===== src/rtl/ball_pkg.sv =====
// Purpose : shared types/constants for the ball tracker (FSM encoding, map codes, screen bounds).
// Latency : n/a (package only).
// Backpress: n/a (package only).
package ball_pkg;

    // Move-evaluation sequencer states.
    typedef enum logic [2:0] {
        IDLE   = 3'd0,
        X_QRY  = 3'd1,
        X_WAIT = 3'd2,
        Y_QRY  = 3'd3,
        Y_WAIT = 3'd4,
        DONE   = 3'd5
    } state_t;

    // Map location codes returned on wrld_loc_info.
    localparam logic [1:0] MAP_FREE = 2'd0;
    localparam logic [1:0] MAP_WALL = 2'd2;

    // Default VGA-style screen geometry.
    localparam int SCREEN_X_WIDTH = 10;
    localparam int SCREEN_Y_WIDTH = 9;
    localparam int SCREEN_X_MAX   = 639;
    localparam int SCREEN_Y_MAX   = 479;

endpackage


===== src/rtl/tick_gen.sv =====
// Purpose : free-running divider, one-cycle tick when the counter sits at TOP_CNT (period TOP_CNT+1).
// Latency : first tick TOP_CNT+1 cycles after reset release (counter starts at 0).
// Backpress: none; tick is a fire-and-forget strobe.
// Ports   : clk, reset (async active-low), tick (out, 1 cycle wide).
module tick_gen #(
    parameter int          CNTR_WIDTH = 32,
    parameter int unsigned TOP_CNT    = 5
) (
    input  logic clk,
    input  logic reset,
    output logic tick
);

    localparam logic [CNTR_WIDTH-1:0] TOP = CNTR_WIDTH'(TOP_CNT);

    logic [CNTR_WIDTH-1:0] cnt_q;
    logic [CNTR_WIDTH-1:0] cnt_d;

    always_comb begin
        tick  = (cnt_q == TOP);
        cnt_d = tick ? '0 : cnt_q + CNTR_WIDTH'(1);
    end

    always_ff @(posedge clk or negedge reset) begin
        if (!reset) begin
            cnt_q <= '0;
        end else begin
            cnt_q <= cnt_d;
        end
    end

endmodule


===== src/rtl/ball_tracker.sv =====
// Purpose : moves a ball on each update tick, querying an external map so walls block motion per axis.
// Latency : tick at T -> update_done at T+6 with MAP_LATENCY=1 and both axes moving; skipped axes shorten it.
// Backpress: ticks arriving while busy are dropped and flagged on sticky tick_overrun.
// Ports   : clk/reset (async active-low); x/y inc/dec + step requests; wrld_col/row_addr out, wrld_loc_info in;
//           x_out/y_out committed position; busy, update_done pulse, blocked {y,x}, tick_overrun.
module ball_tracker
    import ball_pkg::*;
#(
    parameter int          CLK_FREQUENCY_HZ       = 100000000,
    parameter int          UPDATE_FREQUENCY_HZ    = 30,
    parameter int          CNTR_WIDTH             = 32,
    parameter int          SIMULATE               = 0,
    parameter int          SIMULATE_FREQUENCY_CNT = 5,
    parameter int          X_WIDTH                = SCREEN_X_WIDTH,
    parameter int          Y_WIDTH                = SCREEN_Y_WIDTH,
    parameter int          X_MAX                  = SCREEN_X_MAX,
    parameter int          Y_MAX                  = SCREEN_Y_MAX,
    parameter int          X_INIT                 = 0,
    parameter int          Y_INIT                 = 0,
    parameter int          STEP_WIDTH             = 3,
    parameter logic [1:0]  WALL_CODE              = MAP_WALL,
    parameter int          MAP_LATENCY            = 1
) (
    input  logic                  clk,
    input  logic                  reset,
    input  logic                  x_increment,
    input  logic                  x_decrement,
    input  logic                  y_increment,
    input  logic                  y_decrement,
    input  logic [STEP_WIDTH-1:0] step,
    output logic [X_WIDTH-1:0]    wrld_col_addr,
    output logic [Y_WIDTH-1:0]    wrld_row_addr,
    input  logic [1:0]            wrld_loc_info,
    output logic [X_WIDTH-1:0]    x_out,
    output logic [Y_WIDTH-1:0]    y_out,
    output logic                  busy,
    output logic                  update_done,
    output logic [1:0]            blocked,
    output logic                  tick_overrun
);

    localparam int unsigned TOP_CNT = (SIMULATE != 0) ? SIMULATE_FREQUENCY_CNT
                                                      : (CLK_FREQUENCY_HZ / UPDATE_FREQUENCY_HZ) - 1;
    localparam int XW1 = X_WIDTH + 1;
    localparam int YW1 = Y_WIDTH + 1;

    logic tick;

    tick_gen #(
        .CNTR_WIDTH (CNTR_WIDTH),
        .TOP_CNT    (TOP_CNT)
    ) u_tick_gen (
        .clk   (clk),
        .reset (reset),
        .tick  (tick)
    );

    state_t               state_q,    state_d;
    logic [X_WIDTH-1:0]   x_q,        x_d;
    logic [Y_WIDTH-1:0]   y_q,        y_d;
    logic [X_WIDTH-1:0]   cand_x_q,   cand_x_d;
    logic [Y_WIDTH-1:0]   cand_y_q,   cand_y_d;
    logic [2:0]           wait_q,     wait_d;
    logic                 blk_x_q,    blk_x_d;
    logic                 blk_y_q,    blk_y_d;
    logic [1:0]           blocked_q,  blocked_d;
    logic                 done_q,     done_d;
    logic                 overrun_q,  overrun_d;

    // Candidate positions from the live requests; only consumed on the IDLE tick.
    // One extra bit catches overflow above the bound and borrow below zero.
    logic [X_WIDTH:0]     x_ext, x_stp, x_sum, x_dif;
    logic [Y_WIDTH:0]     y_ext, y_stp, y_sum, y_dif;
    logic [X_WIDTH-1:0]   x_next;
    logic [Y_WIDTH-1:0]   y_next;

    always_comb begin
        x_ext  = {1'b0, x_q};
        x_stp  = XW1'(step);
        x_sum  = x_ext + x_stp;
        x_dif  = x_ext - x_stp;
        x_next = x_q;
        if (x_increment && !x_decrement) begin
            x_next = (x_sum > XW1'(X_MAX)) ? X_WIDTH'(X_MAX) : x_sum[X_WIDTH-1:0];
        end else if (x_decrement && !x_increment) begin
            x_next = x_dif[X_WIDTH] ? '0 : x_dif[X_WIDTH-1:0];
        end

        y_ext  = {1'b0, y_q};
        y_stp  = YW1'(step);
        y_sum  = y_ext + y_stp;
        y_dif  = y_ext - y_stp;
        y_next = y_q;
        if (y_increment && !y_decrement) begin
            y_next = (y_sum > YW1'(Y_MAX)) ? Y_WIDTH'(Y_MAX) : y_sum[Y_WIDTH-1:0];
        end else if (y_decrement && !y_increment) begin
            y_next = y_dif[Y_WIDTH] ? '0 : y_dif[Y_WIDTH-1:0];
        end
    end

    // Sequencer: X is resolved and committed before Y is queried, so Y's
    // query uses the updated column and the ball slides along walls.
    always_comb begin
        state_d   = state_q;
        x_d       = x_q;
        y_d       = y_q;
        cand_x_d  = cand_x_q;
        cand_y_d  = cand_y_q;
        wait_d    = wait_q;
        blk_x_d   = blk_x_q;
        blk_y_d   = blk_y_q;
        blocked_d = blocked_q;
        done_d    = 1'b0;
        overrun_d = overrun_q | (tick && (state_q != IDLE));

        case (state_q)
            IDLE: begin
                if (tick) begin
                    cand_x_d = x_next;
                    cand_y_d = y_next;
                    blk_x_d  = 1'b0;
                    blk_y_d  = 1'b0;
                    if (x_next != x_q) begin
                        state_d = X_QRY;
                    end else if (y_next != y_q) begin
                        state_d = Y_QRY;
                    end else begin
                        state_d = DONE;
                    end
                end
            end
            X_QRY: begin
                // The query cycle itself counts as the first latency cycle.
                wait_d  = 3'd1;
                state_d = X_WAIT;
            end
            X_WAIT: begin
                if (wait_q == 3'(MAP_LATENCY)) begin
                    if (wrld_loc_info == WALL_CODE) begin
                        blk_x_d = 1'b1;
                    end else begin
                        x_d = cand_x_q;
                    end
                    state_d = (cand_y_q != y_q) ? Y_QRY : DONE;
                end else begin
                    wait_d = wait_q + 3'd1;
                end
            end
            Y_QRY: begin
                wait_d  = 3'd1;
                state_d = Y_WAIT;
            end
            Y_WAIT: begin
                if (wait_q == 3'(MAP_LATENCY)) begin
                    if (wrld_loc_info == WALL_CODE) begin
                        blk_y_d = 1'b1;
                    end else begin
                        y_d = cand_y_q;
                    end
                    state_d = DONE;
                end else begin
                    wait_d = wait_q + 3'd1;
                end
            end
            DONE: begin
                done_d    = 1'b1;
                blocked_d = {blk_y_q, blk_x_q};
                state_d   = IDLE;
            end
            default: begin
                state_d = IDLE;
            end
        endcase
    end

    // Map address follows the axis under evaluation; otherwise the committed position.
    always_comb begin
        wrld_col_addr = x_q;
        wrld_row_addr = y_q;
        case (state_q)
            X_QRY, X_WAIT: wrld_col_addr = cand_x_q;
            Y_QRY, Y_WAIT: wrld_row_addr = cand_y_q;
            default: begin
                wrld_col_addr = x_q;
                wrld_row_addr = y_q;
            end
        endcase
    end

    always_ff @(posedge clk or negedge reset) begin
        if (!reset) begin
            state_q   <= IDLE;
            x_q       <= X_WIDTH'(X_INIT);
            y_q       <= Y_WIDTH'(Y_INIT);
            cand_x_q  <= X_WIDTH'(X_INIT);
            cand_y_q  <= Y_WIDTH'(Y_INIT);
            wait_q    <= 3'd0;
            blk_x_q   <= 1'b0;
            blk_y_q   <= 1'b0;
            blocked_q <= 2'b00;
            done_q    <= 1'b0;
            overrun_q <= 1'b0;
        end else begin
            state_q   <= state_d;
            x_q       <= x_d;
            y_q       <= y_d;
            cand_x_q  <= cand_x_d;
            cand_y_q  <= cand_y_d;
            wait_q    <= wait_d;
            blk_x_q   <= blk_x_d;
            blk_y_q   <= blk_y_d;
            blocked_q <= blocked_d;
            done_q    <= done_d;
            overrun_q <= overrun_d;
        end
    end

    assign x_out        = x_q;
    assign y_out        = y_q;
    assign busy         = (state_q != IDLE);
    assign update_done  = done_q;
    assign blocked      = blocked_q;
    assign tick_overrun = overrun_q;

endmodule


===== config.mk =====
export PLATFORM = sky130hd
export DESIGN_NAME = ball_tracker
export DESIGN_NICKNAME = d
export VERILOG_FILES = /design/src/rtl/ball_pkg.sv /design/src/rtl/tick_gen.sv /design/src/rtl/ball_tracker.sv
export SDC_FILE = /design/constraint.sdc
export NUM_CORES = 1
export LEC_CHECK = 0
export BUFFER_PORTS_ARGS = -buffer_cell sky130_fd_sc_hd__clkbuf_2
export CORE_UTILIZATION = 60
export DETAILED_ROUTE_END_ITERATION = 10
export PLACE_DENSITY_LB_ADDON = 0.25
export SLEW_MARGIN = 5
export SYNTH_ARGS = -nofsm -noshare
export SYNTH_HDL_FRONTEND = slang
export SYNTH_SLANG_ARGS = --single-unit

===== constraint.sdc =====
create_clock -name clk -period 6.9 [get_ports clk]
set_input_delay 1.035 -clock clk [delete_from_list [all_inputs] [get_ports clk]]
set_output_delay 1.035 -clock clk [all_outputs]
set_load 0.02 [all_outputs]

==> run summary <==
Run status: complete, no violations
Fin cells: 867
Share of flip-flops with an asynchronous set or reset: 100%
Synth Cell Area: 0.00610 mm²
Most common cell after layout, fill and taps aside: sky130_fd_sc_hd__dfrtp_1
Die Height: 103 µm
Placement Rows: 36
TritonCTS clock tree: yes
Share of layout cells above drive strength 1: 17.8%
Final wirelength: 16000 µm
Average via count per standard cell: 6.51
Post-route DRC: 0
Kind of capture point of the worst setup path: output port
Worst rel slew slack: 21.0%
Total Neg Setup Slack: 0 ns
Global-route usage over all layers: 31.4%
Maximum clock path buffer count: 2
P per Cell Area: 141 mW/mm²
Worst reg-to-reg setup slack: 3.37 ns
Total die area: 0.0106 mm²
Initial DRT Pass Iterations: 5
Final count of pins violating max slew: 0
Count of flip-flops with a built-in enable after synthesis: 0
Number of hold buffers added after cts: 0
Depth of the CTS H-tree: 3
DP Area: 0.00633 mm²
Number of max-cap violations: 0
Clock transition at the registers of the reported paths: 0.09 ns
Clock Skew: 0.0160 ns
Final min period: 3.83 ns
Required time of the critical path: 5.86 ns
GPL Wtd Cong: 0.951
Share of the clock period used by the worst path: 55.5%
Share of Yosys cell area claimed by the top area cell type: 33.7%
Worst Path Max Fanout: 16
Number of antenna violations at the first check in global routing: 0
Transition time at the pin with the least slew margin: 1.18 ns
Top library cells by usage in the layout, fill and taps aside: sky130_fd_sc_hd__dfrtp_1, sky130_fd_sc_hd__nand2_1, sky130_fd_sc_hd__nor2_1, sky130_fd_sc_hd__clkbuf_2, sky130_fd_sc_hd__o21ai_0
Achievable Freq: 261 MHz
Antenna Violating Nets Remaining: 0
Clock buffers created by TritonCTS: 9
Worst-Skew Late Latency: 0.38 ns
Gates resized, CTS repair: 0
Worst Setup Path Type: register to output port
Global-route wire length before repair: 25400 µm
IO Count: 54
Core Area: 0.00982 mm²
Final hold violation count: 0
Leakage: 2.93 nW
Sequential-to-total area share from yosys stat: 33.7%
Detailed Place HPWL: 11500 µm
Die extent in x: 103 µm
Path type of the worst min-delay path: register to register
Main synth FF type: sky130_fd_sc_hd__dfrtp_1
Largest net degree at the start of global routing: 83
Flops & latches, synth: 82
Number of global-route vias before repair: 5065
Cell taking the most area after synthesis: sky130_fd_sc_hd__dfrtp_1
Mean instance size in the synthesized netlist: 8.65 µm²
Buffers inserted by post-CTS timing repair: 0
Routed wire length per instance: 18.4 µm
Arrival time reported for the critical path endpoint: 2.80 ns
Port-buffer cells: 53
Total vias in the final route: 5642
Synth top area cells: sky130_fd_sc_hd__dfrtp_1, sky130_fd_sc_hd__mux2_2, sky130_fd_sc_hd__nand2_1
RSZ-0062 raised after global routing: no
Setup violations, final: 0
Library cells used by synthesis: 80
Non-Filler Cell Area, Final: 0.00653 mm²
Clock Sinks: 82
Number of instances in the synthesized netlist: 705
Number of nets produced by synthesis: 736
Initial DRC Count: 459
Setup crit start kind: register
Placed Instances: 851
Number of nets in the finished design: 760
Starting density of the core: 62.1%
Layout overhead on the synthesized area: 7.12%
Worst vdd rail ir drop: 153 µV
Overflow left after global routing: 0
Synth warnings: 0
Cell chosen for the clock root: sky130_fd_sc_hd__clkbuf_8
Antenna Diode Count: 0
path summary, 6_finish.rpt:
kind	startpoint	to	cells after the start
max	state_q[2]$_DFFE_PN0P_	wrld_row_addr[6]	5
min	tick_overrun$_DFF_PN0_	tick_overrun$_DFF_PN0_	1
max reg2reg	y_out[0]$_DFFE_PN0P_	state_q[2]$_DFFE_PN0P_	10
min reg2reg	tick_overrun$_DFF_PN0_	tick_overrun$_DFF_PN0_	1
max in group asynchronous	reset	u_tick_gen.cnt_q[16]$_DFF_PN0_	1
min in group asynchronous	reset	wait_q[2]$_DFFE_PN0P_	1
state kept, by name (all words and copies together) (netlist names), 2 cells and up:
signal,count
cand_y_q,9
y_out,9
blocked,2
state_q,3
x_out,10
wait_q,3
cand_x_q,10
u_tick_gen.cnt_q,32
critical path, cell delays in order (launching register included):
cell and delay, ns:
sky130_fd_sc_hd__dfrtp_1 0.69, sky130_fd_sc_hd__inv_1 0.26, sky130_fd_sc_hd__nor3_1 0.38, sky130_fd_sc_hd__o21bai_1 0.52, sky130_fd_sc_hd__mux2_2 0.42, sky130_fd_sc_hd__clkbuf_2 0.15
routing by layer:
metal	wire, µm	vias up	track usage [%]
met4	337	0	12.6
met5	0	-	0
li1	-	2625	-
met1	7070	2721	44.4
met3	1400	33	6.64
met2	7150	263	47.1
cell usage after synthesis, types with 4 or more instances:
master	number
sky130_fd_sc_hd__nand3_1	27
sky130_fd_sc_hd__inv_1	27
sky130_fd_sc_hd__nor4_1	12
sky130_fd_sc_hd__a21oi_1	35
sky130_fd_sc_hd__nand2_1	70
sky130_fd_sc_hd__nor2b_1	15
sky130_fd_sc_hd__nor4b_1	6
sky130_fd_sc_hd__o221ai_1	5
sky130_fd_sc_hd__o32ai_1	5
sky130_fd_sc_hd__o31ai_1	5
sky130_fd_sc_hd__o311ai_0	6
sky130_fd_sc_hd__o22ai_1	4
sky130_fd_sc_hd__nor3_1	17
sky130_fd_sc_hd__nor3b_1	4
sky130_fd_sc_hd__dfrtp_1	82
sky130_fd_sc_hd__nand2b_1	7
sky130_fd_sc_hd__ha_1	16
sky130_fd_sc_hd__or3_1	5
sky130_fd_sc_hd__xnor2_1	25
sky130_fd_sc_hd__nand4_1	13
sky130_fd_sc_hd__or2_2	4
sky130_fd_sc_hd__a21o_1	4
sky130_fd_sc_hd__and4_1	5
sky130_fd_sc_hd__and3_1	12
sky130_fd_sc_hd__o211ai_1	11
sky130_fd_sc_hd__a311o_1	4
sky130_fd_sc_hd__xor2_1	23
sky130_fd_sc_hd__a31oi_1	10
sky130_fd_sc_hd__and2_1	6
sky130_fd_sc_hd__o21ai_0	49
sky130_fd_sc_hd__mux2_2	32
sky130_fd_sc_hd__fa_1	4
sky130_fd_sc_hd__clkbuf_1	34
sky130_fd_sc_hd__nor2_1	52
power breakdown:
| group | leakage, nW | internal [mW] | switching [mW] |
|---|---|---|---|
| combinational | 1.78 | 0.0265 | 0.0499 |
| sequential | 1.05 | 0.481 | 0.00135 |
| clock | 0.100 | 0.170 | 0.194 |
| total | 2.93 | 0.677 | 0.246 |
cells by family after synthesis:
logic type               synth area share (%)
flip-flops                               33.7
XOR/XNOR                                 6.90
AND/OR/NAND/NOR                          24.3
AO/OA/AOI/OAI                            19.3
adder cells (fa/ha/maj)                  4.60
buffers and inverters                    5.15
multiplexers                             6.07
per-stage QoR:
stage                     worst slack (ns)  util [%]  hold WS [ns]  power, mW
after floorplan                       3.28         -         0.447      0.541
after global placement                2.81      64.5         0.439      0.566
after detailed placement              2.75      64.5         0.451      0.567
after CTS                             3.03      66.5         0.472      0.929
after global routing                  2.76      66.5         0.492      0.954
final                                 3.07      66.5         0.464      0.923
layout make-up:
class	count	area (µm²)
multi-input cells	554	3730
repair buffers	55	283
clock buffers	9	124
inverters	27	101
fillers	872	3290
clock inverters	7	73.8
flip-flops and latches	82	2050
well taps	133	166
(Power assumes the default switching activity.)
